--- config.mk ---
export PLATFORM = sky130hd
export DESIGN_NAME = pc_unit_flat
export DESIGN_NICKNAME = d
export VERILOG_FILES = /design/src/rtl/pc_unit_pkg.sv /design/src/rtl/pc_unit_if.sv /design/src/rtl/pc_unit_ras.sv /design/src/rtl/pc_unit.sv /design/src/flat_wrapper.sv
export SDC_FILE = /design/constraint.sdc
export NUM_CORES = 1
export LEC_CHECK = 0
export BUFFER_PORTS_ARGS = -buffer_cell sky130_fd_sc_hd__buf_4
export CAP_MARGIN = 40
export CORE_ASPECT_RATIO = 2
export CORE_UTILIZATION = 43
export CTS_BUF_LIST = sky130_fd_sc_hd__clkbuf_4
export DETAILED_ROUTE_END_ITERATION = 8
export GPL_TIMING_DRIVEN = 1
export MAX_ROUTING_LAYER = met4
export PLACE_DENSITY = 0.66
export SYNTH_ARGS = -nofsm -noshare
export SYNTH_HDL_FRONTEND = slang
export SYNTH_SLANG_ARGS = --single-unit
--- constraint.sdc ---
create_clock -name i_clk -period 6.77 [get_ports i_clk]
set_input_delay 0.3385 -clock i_clk [delete_from_list [all_inputs] [get_ports i_clk]]
set_output_delay 0.3385 -clock i_clk [all_outputs]
set_load 0.03 [all_outputs]
--- src/rtl/pc_unit_pkg.sv ---
// Shared definitions for the program-counter unit: next-PC source selects and default vectors.
package pc_unit_pkg;

  typedef enum logic [2:0] {
    PC_SRC_SEQ  = 3'd0,
    PC_SRC_BR   = 3'd1,
    PC_SRC_RET  = 3'd2,
    PC_SRC_CALL = 3'd3,
    PC_SRC_JMP  = 3'd4,
    PC_SRC_EXC  = 3'd5,
    PC_SRC_HOLD = 3'd6
  } pc_src_e;

  localparam logic [31:0] PC_RESET_VEC_DEFAULT = 32'd0;
  localparam logic [31:0] PC_EXC_VEC_DEFAULT   = 32'd1;

endpackage

--- src/rtl/pc_unit_if.sv ---
// Redirect requests into the PC unit and PC/RAS status out of it.
interface pc_unit_if #(
  parameter int WIDTH = 32
);
  logic             stall;
  logic             exc;
  logic             branch_taken;
  logic [WIDTH-1:0] branch_target;
  logic             jump;
  logic             call;
  logic [WIDTH-1:0] jump_target;
  logic             ret;
  logic [WIDTH-1:0] ret_target;
  logic [WIDTH-1:0] pc;
  logic [WIDTH-1:0] pc_plus;
  logic             ras_empty;
  logic             ras_full;
  logic             ras_underflow;

  modport master (
    output stall, exc, branch_taken, branch_target, jump, call, jump_target, ret, ret_target,
    input  pc, pc_plus, ras_empty, ras_full, ras_underflow
  );

  modport slave (
    input  stall, exc, branch_taken, branch_target, jump, call, jump_target, ret, ret_target,
    output pc, pc_plus, ras_empty, ras_full, ras_underflow
  );
endinterface

--- src/rtl/pc_unit_ras.sv ---
// Circular return-address stack; a push when full overwrites the oldest entry.
module pc_unit_ras #(
  parameter int WIDTH = 32,
  parameter int DEPTH = 4
) (
  input  logic             i_clk,
  input  logic             i_rst,
  input  logic             i_push,
  input  logic             i_pop,
  input  logic [WIDTH-1:0] i_push_dat,
  output logic [WIDTH-1:0] o_top,
  output logic             o_empty,
  output logic             o_full
);
  localparam int PW = $clog2(DEPTH);
  localparam int CW = PW + 1;

  logic [WIDTH-1:0] r_mem [DEPTH];
  logic [PW-1:0]    r_ptr;
  logic [CW-1:0]    r_cnt;
  logic [PW-1:0]    w_top_idx;

  // r_ptr is the next free slot, so the top lives one below it (mod DEPTH).
  assign w_top_idx = r_ptr - PW'(1);
  assign o_top     = r_mem[w_top_idx];
  assign o_empty   = (r_cnt == '0);
  assign o_full    = (r_cnt == CW'(DEPTH));

  always_ff @(posedge i_clk or posedge i_rst) begin
    if (i_rst) begin
      r_ptr <= '0;
      r_cnt <= '0;
    end else if (i_push) begin
      r_ptr <= r_ptr + PW'(1);
      if (!o_full) r_cnt <= r_cnt + CW'(1);
    end else if (i_pop) begin
      r_ptr <= w_top_idx;
      r_cnt <= r_cnt - CW'(1);
    end
  end

  always_ff @(posedge i_clk) begin
    if (i_push) r_mem[r_ptr] <= i_push_dat;
  end

endmodule

--- src/rtl/pc_unit.sv ---
// Fetch program counter with prioritised next-PC selection and a return-address stack.
module pc_unit
  import pc_unit_pkg::*;
#(
  parameter int               WIDTH     = 32,
  parameter logic [WIDTH-1:0] RESET_VEC = WIDTH'(PC_RESET_VEC_DEFAULT),
  parameter logic [WIDTH-1:0] EXC_VEC   = WIDTH'(PC_EXC_VEC_DEFAULT),
  parameter int               STEP      = 1,
  parameter int               RAS_DEPTH = 4
) (
  input  logic     i_clk,
  input  logic     i_rst,
  pc_unit_if.slave io_pc
);
  logic [WIDTH-1:0] r_pc;
  logic             r_underflow;
  pc_src_e          w_sel;
  logic [WIDTH-1:0] w_next_pc;
  logic [WIDTH-1:0] w_pc_plus;
  logic [WIDTH-1:0] w_ras_top;
  logic             w_ras_empty;
  logic             w_ras_full;
  logic             w_push;
  logic             w_pop;
  logic             w_underflow_nxt;

  assign w_pc_plus = r_pc + WIDTH'(STEP);

  always_comb begin
    w_sel = PC_SRC_SEQ;
    if (io_pc.exc)               w_sel = PC_SRC_EXC;
    else if (io_pc.stall)        w_sel = PC_SRC_HOLD;
    else if (io_pc.branch_taken) w_sel = PC_SRC_BR;
    else if (io_pc.ret)          w_sel = PC_SRC_RET;
    else if (io_pc.call)         w_sel = PC_SRC_CALL;
    else if (io_pc.jump)         w_sel = PC_SRC_JMP;
  end

  always_comb begin
    w_next_pc       = w_pc_plus;
    w_push          = 1'b0;
    w_pop           = 1'b0;
    w_underflow_nxt = 1'b0;
    case (w_sel)
      PC_SRC_EXC:  w_next_pc = EXC_VEC;
      PC_SRC_HOLD: begin
        w_next_pc       = r_pc;
        w_underflow_nxt = r_underflow;
      end
      PC_SRC_BR:   w_next_pc = io_pc.branch_target;
      PC_SRC_RET: begin
        // Fall back to the register-file $ra when the stack has nothing to offer.
        if (w_ras_empty) begin
          w_next_pc       = io_pc.ret_target;
          w_underflow_nxt = 1'b1;
        end else begin
          w_next_pc = w_ras_top;
          w_pop     = 1'b1;
        end
      end
      PC_SRC_CALL: begin
        w_next_pc = io_pc.jump_target;
        w_push    = 1'b1;
      end
      PC_SRC_JMP:  w_next_pc = io_pc.jump_target;
      default:     w_next_pc = w_pc_plus;
    endcase
  end

  always_ff @(posedge i_clk or posedge i_rst) begin
    if (i_rst) begin
      r_pc        <= RESET_VEC;
      r_underflow <= 1'b0;
    end else begin
      r_pc        <= w_next_pc;
      r_underflow <= w_underflow_nxt;
    end
  end

  pc_unit_ras #(
    .WIDTH (WIDTH),
    .DEPTH (RAS_DEPTH)
  ) u_ras (
    .i_clk      (i_clk),
    .i_rst      (i_rst),
    .i_push     (w_push),
    .i_pop      (w_pop),
    .i_push_dat (w_pc_plus),
    .o_top      (w_ras_top),
    .o_empty    (w_ras_empty),
    .o_full     (w_ras_full)
  );

  assign io_pc.pc            = r_pc;
  assign io_pc.pc_plus       = w_pc_plus;
  assign io_pc.ras_empty     = w_ras_empty;
  assign io_pc.ras_full      = w_ras_full;
  assign io_pc.ras_underflow = r_underflow;

endmodule

--- src/flat_wrapper.sv ---
// flat-port wrapper written by rule: the top's interface ports become plain ports
module pc_unit_flat import pc_unit_pkg::*;
#(
  parameter int               WIDTH     = 32,
  parameter logic [WIDTH-1:0] RESET_VEC = WIDTH'(PC_RESET_VEC_DEFAULT),
  parameter logic [WIDTH-1:0] EXC_VEC   = WIDTH'(PC_EXC_VEC_DEFAULT),
  parameter int               STEP      = 1,
  parameter int               RAS_DEPTH = 4
)
  (i_clk, i_rst, io_pc_stall, io_pc_exc, io_pc_branch_taken, io_pc_branch_target, io_pc_jump, io_pc_call, io_pc_jump_target, io_pc_ret, io_pc_ret_target, io_pc_pc, io_pc_pc_plus, io_pc_ras_empty, io_pc_ras_full, io_pc_ras_underflow);
  pc_unit_if #(.WIDTH(WIDTH)) io_pc_i ();
  input  logic i_clk;
  input  logic i_rst;
  input wire logic [$bits(io_pc_i.stall)-1:0] io_pc_stall;
  input wire logic [$bits(io_pc_i.exc)-1:0] io_pc_exc;
  input wire logic [$bits(io_pc_i.branch_taken)-1:0] io_pc_branch_taken;
  input wire logic [$bits(io_pc_i.branch_target)-1:0] io_pc_branch_target;
  input wire logic [$bits(io_pc_i.jump)-1:0] io_pc_jump;
  input wire logic [$bits(io_pc_i.call)-1:0] io_pc_call;
  input wire logic [$bits(io_pc_i.jump_target)-1:0] io_pc_jump_target;
  input wire logic [$bits(io_pc_i.ret)-1:0] io_pc_ret;
  input wire logic [$bits(io_pc_i.ret_target)-1:0] io_pc_ret_target;
  output wire logic [$bits(io_pc_i.pc)-1:0] io_pc_pc;
  output wire logic [$bits(io_pc_i.pc_plus)-1:0] io_pc_pc_plus;
  output wire logic [$bits(io_pc_i.ras_empty)-1:0] io_pc_ras_empty;
  output wire logic [$bits(io_pc_i.ras_full)-1:0] io_pc_ras_full;
  output wire logic [$bits(io_pc_i.ras_underflow)-1:0] io_pc_ras_underflow;
  assign io_pc_i.stall = io_pc_stall;
  assign io_pc_i.exc = io_pc_exc;
  assign io_pc_i.branch_taken = io_pc_branch_taken;
  assign io_pc_i.branch_target = io_pc_branch_target;
  assign io_pc_i.jump = io_pc_jump;
  assign io_pc_i.call = io_pc_call;
  assign io_pc_i.jump_target = io_pc_jump_target;
  assign io_pc_i.ret = io_pc_ret;
  assign io_pc_i.ret_target = io_pc_ret_target;
  assign io_pc_pc = io_pc_i.pc;
  assign io_pc_pc_plus = io_pc_i.pc_plus;
  assign io_pc_ras_empty = io_pc_i.ras_empty;
  assign io_pc_ras_full = io_pc_i.ras_full;
  assign io_pc_ras_underflow = io_pc_i.ras_underflow;
  pc_unit #(.WIDTH(WIDTH), .RESET_VEC(RESET_VEC), .EXC_VEC(EXC_VEC), .STEP(STEP), .RAS_DEPTH(RAS_DEPTH)) u_core (.i_clk(i_clk), .i_rst(i_rst), .io_pc(io_pc_i));
endmodule
# After elaboration in Yosys (flattened, before gate mapping)
# Memory sizes are Yosys's and may differ from the RTL's.
# Index checks and enable logic that the tools add are counted.
# Widths: inputs -> output; s select.
# word_totals
word_cells	42
ram_bits	128
regBits	38
inputBits	104
mem_count	1
# memory_table
memory	depth	width	rd	rd_ports_with_merged_regs	write_ports	line_no	text
u_core.u_ras.r_mem	4	32	1	0	1	pc_unit_ras.sv:18	logic [WIDTH-1:0] r_mem [DEPTH];
# op_classes
add_sub_neg	5
n_reduce_logical	4
n_eq_ne	8
mux	20
# ops
cell	count
$pmux 32 s5	1
$add 32x1->32 const B	1
$mux 32	1
$mux 3	9
$eq 3x3->1 const B	4
$eq 3x2->1 const B	2
$mux 1	6
$mux 2	2
$add 3x1->3 const B	1
$eq 3x1->1 const B	1
$logic_not 3->1	1
$sub 3x1->3 const B	1
$add 2x1->2 const B	1
$ne 2x2->1 const B	1
$pmux 1 s2	1
$reduce_and 2->1	1
$reduce_bool 2->1	1
$reduce_or 2->1	1
$sub 2x1->2 const B	1

# Logic depth before layout (Yosys ltp)
# logic_depth
word_depth	10
ltp_mapped	13
mapped_depth_nobuf	8

# Cells and area by module
# Synthesis repeated with hierarchy kept, for this count alone.
# unflattened
cells_unflattened	573
area_unflattened_um2	8255.4
# modules_own_cells
module	instances	cells_each	seq_area_each_um2	area_each_um2
pc_unit_ras	1	204	3968.8	5023.6
pc_unit	1	369	825.8	3231.8

# Least setup slack after synthesis
# OpenSTA, ideal clock, no wires.
# synth_timing
path_type	reg2reg
startpoint	register u_core.u_ras.r_ptr[0]
endpoint	register u_core.r_pc[3] (netlist: u_core.io_pc.pc[3])
setup_slack_ps	3480
path_buffers	6
required_time_ps	6647
setup_ps	123
path_stages_with_launch	13
arrival_time_ps	3168
cell_sequence	dfrtp_1 buf_2 buf_2 buf_2 inv_1 ha_1 clkbuf_1 clkbuf_1 clkbuf_1 mux4_2 mux2i_1 o21ai_0 o221a_2
# synth_between
elab_chain_cells	4
# synth_rtl
element	line_no	text
start, declared	pc_unit_ras.sv:19	logic [PW-1:0] r_ptr;
start signal, assigned	pc_unit_ras.sv:34	r_ptr <= r_ptr + PW'(1);
start signal, assigned	pc_unit_ras.sv:37	r_ptr <= w_top_idx;
$sub 2x1->2	pc_unit_ras.sv:24	assign w_top_idx = r_ptr - PW'(1);
$mem_v2 4x32	n/a	
$mux 32	pc_unit.sv:53	if (w_ras_empty) begin
$pmux 32 s5	pc_unit.sv:44	case (w_sel)
end signal, assigned	pc_unit.sv:75	r_pc <= w_next_pc;
end, declared	pc_unit.sv:15	logic [WIDTH-1:0] r_pc;
# No other way between the ends.
# A chain may end at the register's enable or synchronous reset.

# Final worst setup path
# layout_timing
startpoint	register u_core.r_pc[16] (netlist: u_core.io_pc.pc[16])
endpoint	output io_pc_pc_plus[28]
# layout_between
elab_chain_cells	1
# layout_rtl
element	line_no	text
$add 32x1->32	pc_unit.sv:27	assign w_pc_plus = r_pc + WIDTH'(STEP);
end, declared	flat_wrapper.sv:24	output wire logic [$bits(io_pc_i.pc_plus)-1:0] io_pc_pc_plus;
# No other way between the ends.

==> run_results.csv <==
group,metric,value,unit
min_path,worstHoldEndpoint,"u_core.io_pc.pc[9]",
die,die_x,99.48,um
grt,grt_use_total,27.02,%
routing,ant_nets,0,
timing,fin_ws,3261,ps
cells_and_area,stdcell_area,0.009978,mm^2
timing,finalSetupViolations,0,
power_and_ir_drop,ir_drop,0.0001974,V
clock_network,clk_path_buf_depth,2,
grt,grt_pass1_vias,6280,
worst_setup_path,crit_type,"flop to output pin",
die,core,0.01874,mm^2
clock_network,cts_buffers,17,
grt,antenna_found_initial,1,
power_and_ir_drop,total_power,3.019,mW
die,start_util,43.60,%
min_path,hp-start,"io_pc_jump_target[9]",
logic_synthesis,yosys.area.top_type_share,47.04,%
logic_synthesis,muxShareOfSynthArea,10.06,%
timing,finClkSkew,34.35,ps
power_and_ir_drop,leakage,3.829,nW
timing,finalCritPeriodShare,51.83,%
logic_synthesis,yosys-top-cells-area,"edfxtp_1 (47%), dfrtp_1 (12%), mux4_2 (8.8%)",
die,fp-row-count,71,
worst_setup_path,cp_num_buf_inv,1,
logic_synthesis,synth_top_area_cell,"edfxtp_1",
logic_synthesis,synth_nets,731,
grt,grt_max_degree,39,
worst_setup_path,r2r_start,"u_core.u_ras.r_ptr[1]",
cells_and_area,n_fill_cell,1607,
clock_network,htree_levels,4,
logic_synthesis,yosysUniqueCellTypes,68,
logic_synthesis,yosysMostFrequentCell,"edfxtp_1",
placement,place_hpwl,18300,um
cells_and_area,multi_input_area,0.003109,mm^2
routing,routed_via_density,5.945,
logic_synthesis,synth-simple-area-share,10.37,%
worst_setup_path,cp_data_required_time,6430,ps
clock_network,clk_latency,580,ps
routing,drc,0,
min_path,hold_class,"input port to flop",
worst_setup_path,r2r_cells,8,
logic_synthesis,synth_edf_count,128,
worst_setup_path,startpoint_type,"flop",
worst_setup_path,r2r_slack,3980,ps
logic_synthesis,synthFlopType,"edfxtp_1",
logic_synthesis,synth_compound_area_share,13.01,%
die,fp.dieH,197.0,um
logic_synthesis,synth_xor_area_share,3.430,%
routing,drtIter0Drc,501,
worst_setup_path,crit_family,"simple AND/OR/NAND/NOR gates",
timing,slew_headroom,40.61,%
min_path,hold_path_depth,3,
routing,dr.pass1.iters,7,
logic_synthesis,ys_seq_area_share,58.67,%
run,maxCapViolations,0,
worst_setup_path,cp_cell_sequence,"nand4_2 -> or4_4 -> or3_1 -> nor2_1 -> xor2_1 -> buf_4",
timing,final.min_clock_period,3509,ps
worst_setup_path,cpMaxStageDelayCell,"or3_1",
cells_and_area,drive_gt1_share,34.72,%
clock_network,cts_tree,"built",
worst_setup_path,arrival,3170,ps
timing,worst_slew_pin_slew,890.8,ps
logic_synthesis,syn_avg_cell_area,13.16,um^2
clock_network,path_clk_slew,160,ps
outcome,outcome,"finished clean",
worst_setup_path,critPathLaunch,"u_core.io_pc.pc[16]",
logic_synthesis,async_flop_share,22.89,%
placement,io_buffers,170,
timing,clock.fmax,285.0,MHz
timing,tns,0,ps
routing,routed_wirelength,24980,um
cells_and_area,nets,892,
placement,pre_cts_ws,3931,ps
worst_setup_path,crit_path_max_fanout,8,
logic_synthesis,synth_top_family_by_area,"compound AO/OA/AOI/OAI gates",
grt,grt_overflow,0,
clock_network,cts_sinks,166,
timing,report.final.slew_viol_count,0,
worst_setup_path,critPathMaxStageDelay,530,ps
placement,place_area,0.009673,mm^2
placement,place_congestion,0.8924,
cells_and_area,syn2layout_area_growth,22.11,%
clock_network,cts_setup_buffers,0,
timing,grt_setup_unrepaired,"false",
logic_synthesis,ys_warn_count,0,
cells_and_area,seq_area,0.004796,mm^2
logic_synthesis,yosys_register_bits,166,
die,dieArea,0.01959,mm^2
clock_network,root_buffer,"clkbuf_4",
routing,avgRoutedWirePerCell,23.76,um
die,ios,171,
worst_setup_path,timing.rr.end,"u_core.io_pc.pc[1]",
timing,hold_viol,0,
routing,vias,6248,
power_and_ir_drop,powerDensity,302.6,mW/mm^2
logic_synthesis,synth_area,0.008172,mm^2
worst_setup_path,critPathCaptureType,"output pin",
logic_synthesis,synthTopCellsByCount,"edfxtp_1 (128), nand2_1 (67), dfrtp_1 (38)",
logic_synthesis,synth_fa_ha_area_share,1.011,%
grt,grt_first_pass_wirelength,36940,um
logic_synthesis,postSynthCellCount,621,
==> through the flow <==
stage	utilization (%)	hold WS, ps	std cells
detailed placement	51.61	517.3	1017
global placement	51.45	509.4	1014
global route	53.23	69.95	1051
CTS	53.22	43.60	1050
floorplan	-	488.7	621
finish	53.23	75.53	1051
==> state kept, by name (all words and copies together), names as in the netlist <==
name,cells
u_core.u_ras.r_cnt,3
u_core.u_ras.r_ptr,2
u_core.io_pc.ras_underflow,1
u_core.u_ras.r_mem,128
u_core.io_pc.pc,32
==> per-layer routing <==
layer	vias up	part of all wire (%)	GRT usage, %
li1	2769	-	-
met1	3129	35	27.99
met2	278	54	47.79
met3	72	5.0	4.220
met4	0	5.6	15.85
met5	-	0	-
==> where the power goes <==
group	switching [mW]	internal, mW
clock	0.377	0.228
sequential	0.0732	1.17
combinational	0.671	0.497
==> layout make-up <==
cell class,instances,share of cell area (%)
inverters,14,0.5266
clock inverters,15,1.655
well taps,255,3.197
clock buffers,17,1.279
flip-flops and latches,166,48.06
diodes,1,0.02508
repair buffers,186,14.09
multi-input cells,397,31.16
==> worst min-delay path, delay by kind of cell <==
| family | cells | cell delay [ps] |
|---|---|---|
| compound gates | 2 | 190 |
| buf+inv | 1 | 80 |
==> timing repair <==
action	in CTS	in global routing
endpoints found under the hold margin	38	0
hold buffers	1	0
resized for setup	0	0
==> cells by family (layout without fill, tap and decap cells) <==
family,count (synthesis),count (layout)
flops,166,166
mux,42,42
compound gates,143,143
xor+xnor,32,32
other cells,0,1
fa+ha+maj,6,6
simple gates,174,174
buf+inv,58,232
==> worst max-delay path by stage <==
stage                               end  slack (ps)  depth (start not counted)
detailed placement  u_core.io_pc.pc[30]        3930                          5
global route          io_pc_pc_plus[31]        3110                          5
finish                io_pc_pc_plus[28]        3260                          6
floorplan            u_core.io_pc.pc[3]        3480                         12
CTS                   io_pc_pc_plus[28]        3260                          6
global placement     u_core.io_pc.pc[1]        3980                          8
==> layout by cell type, fill, tap and decap left out, types with 3 or more instances in the layout <==
| cell type | instances |
|---|---|
| a211oi_1 | 4 |
| a21oi_1 | 35 |
| a221o_1 | 16 |
| a221oi_1 | 22 |
| a311oi_1 | 5 |
| and2_1 | 3 |
| and3_1 | 11 |
| and4_1 | 6 |
| buf_4 | 184 |
| clkbuf_4 | 17 |
| clkinv_2 | 3 |
| clkinv_4 | 3 |
| dfrtp_1 | 37 |
| edfxtp_1 | 128 |
| ha_1 | 5 |
| inv_1 | 13 |
| inv_6 | 6 |
| mux2i_1 | 9 |
| mux4_2 | 32 |
| nand2_1 | 67 |
| nand3_1 | 15 |
| nand4_1 | 7 |
| nor2_1 | 35 |
| nor2_2 | 3 |
| nor3_1 | 6 |
| nor4_1 | 7 |
| o21ai_0 | 25 |
| o221a_2 | 8 |
| o22ai_1 | 3 |
| o311a_1 | 3 |
| xnor2_1 | 22 |
| xor2_1 | 10 |
(Power assumes the default switching activity.)
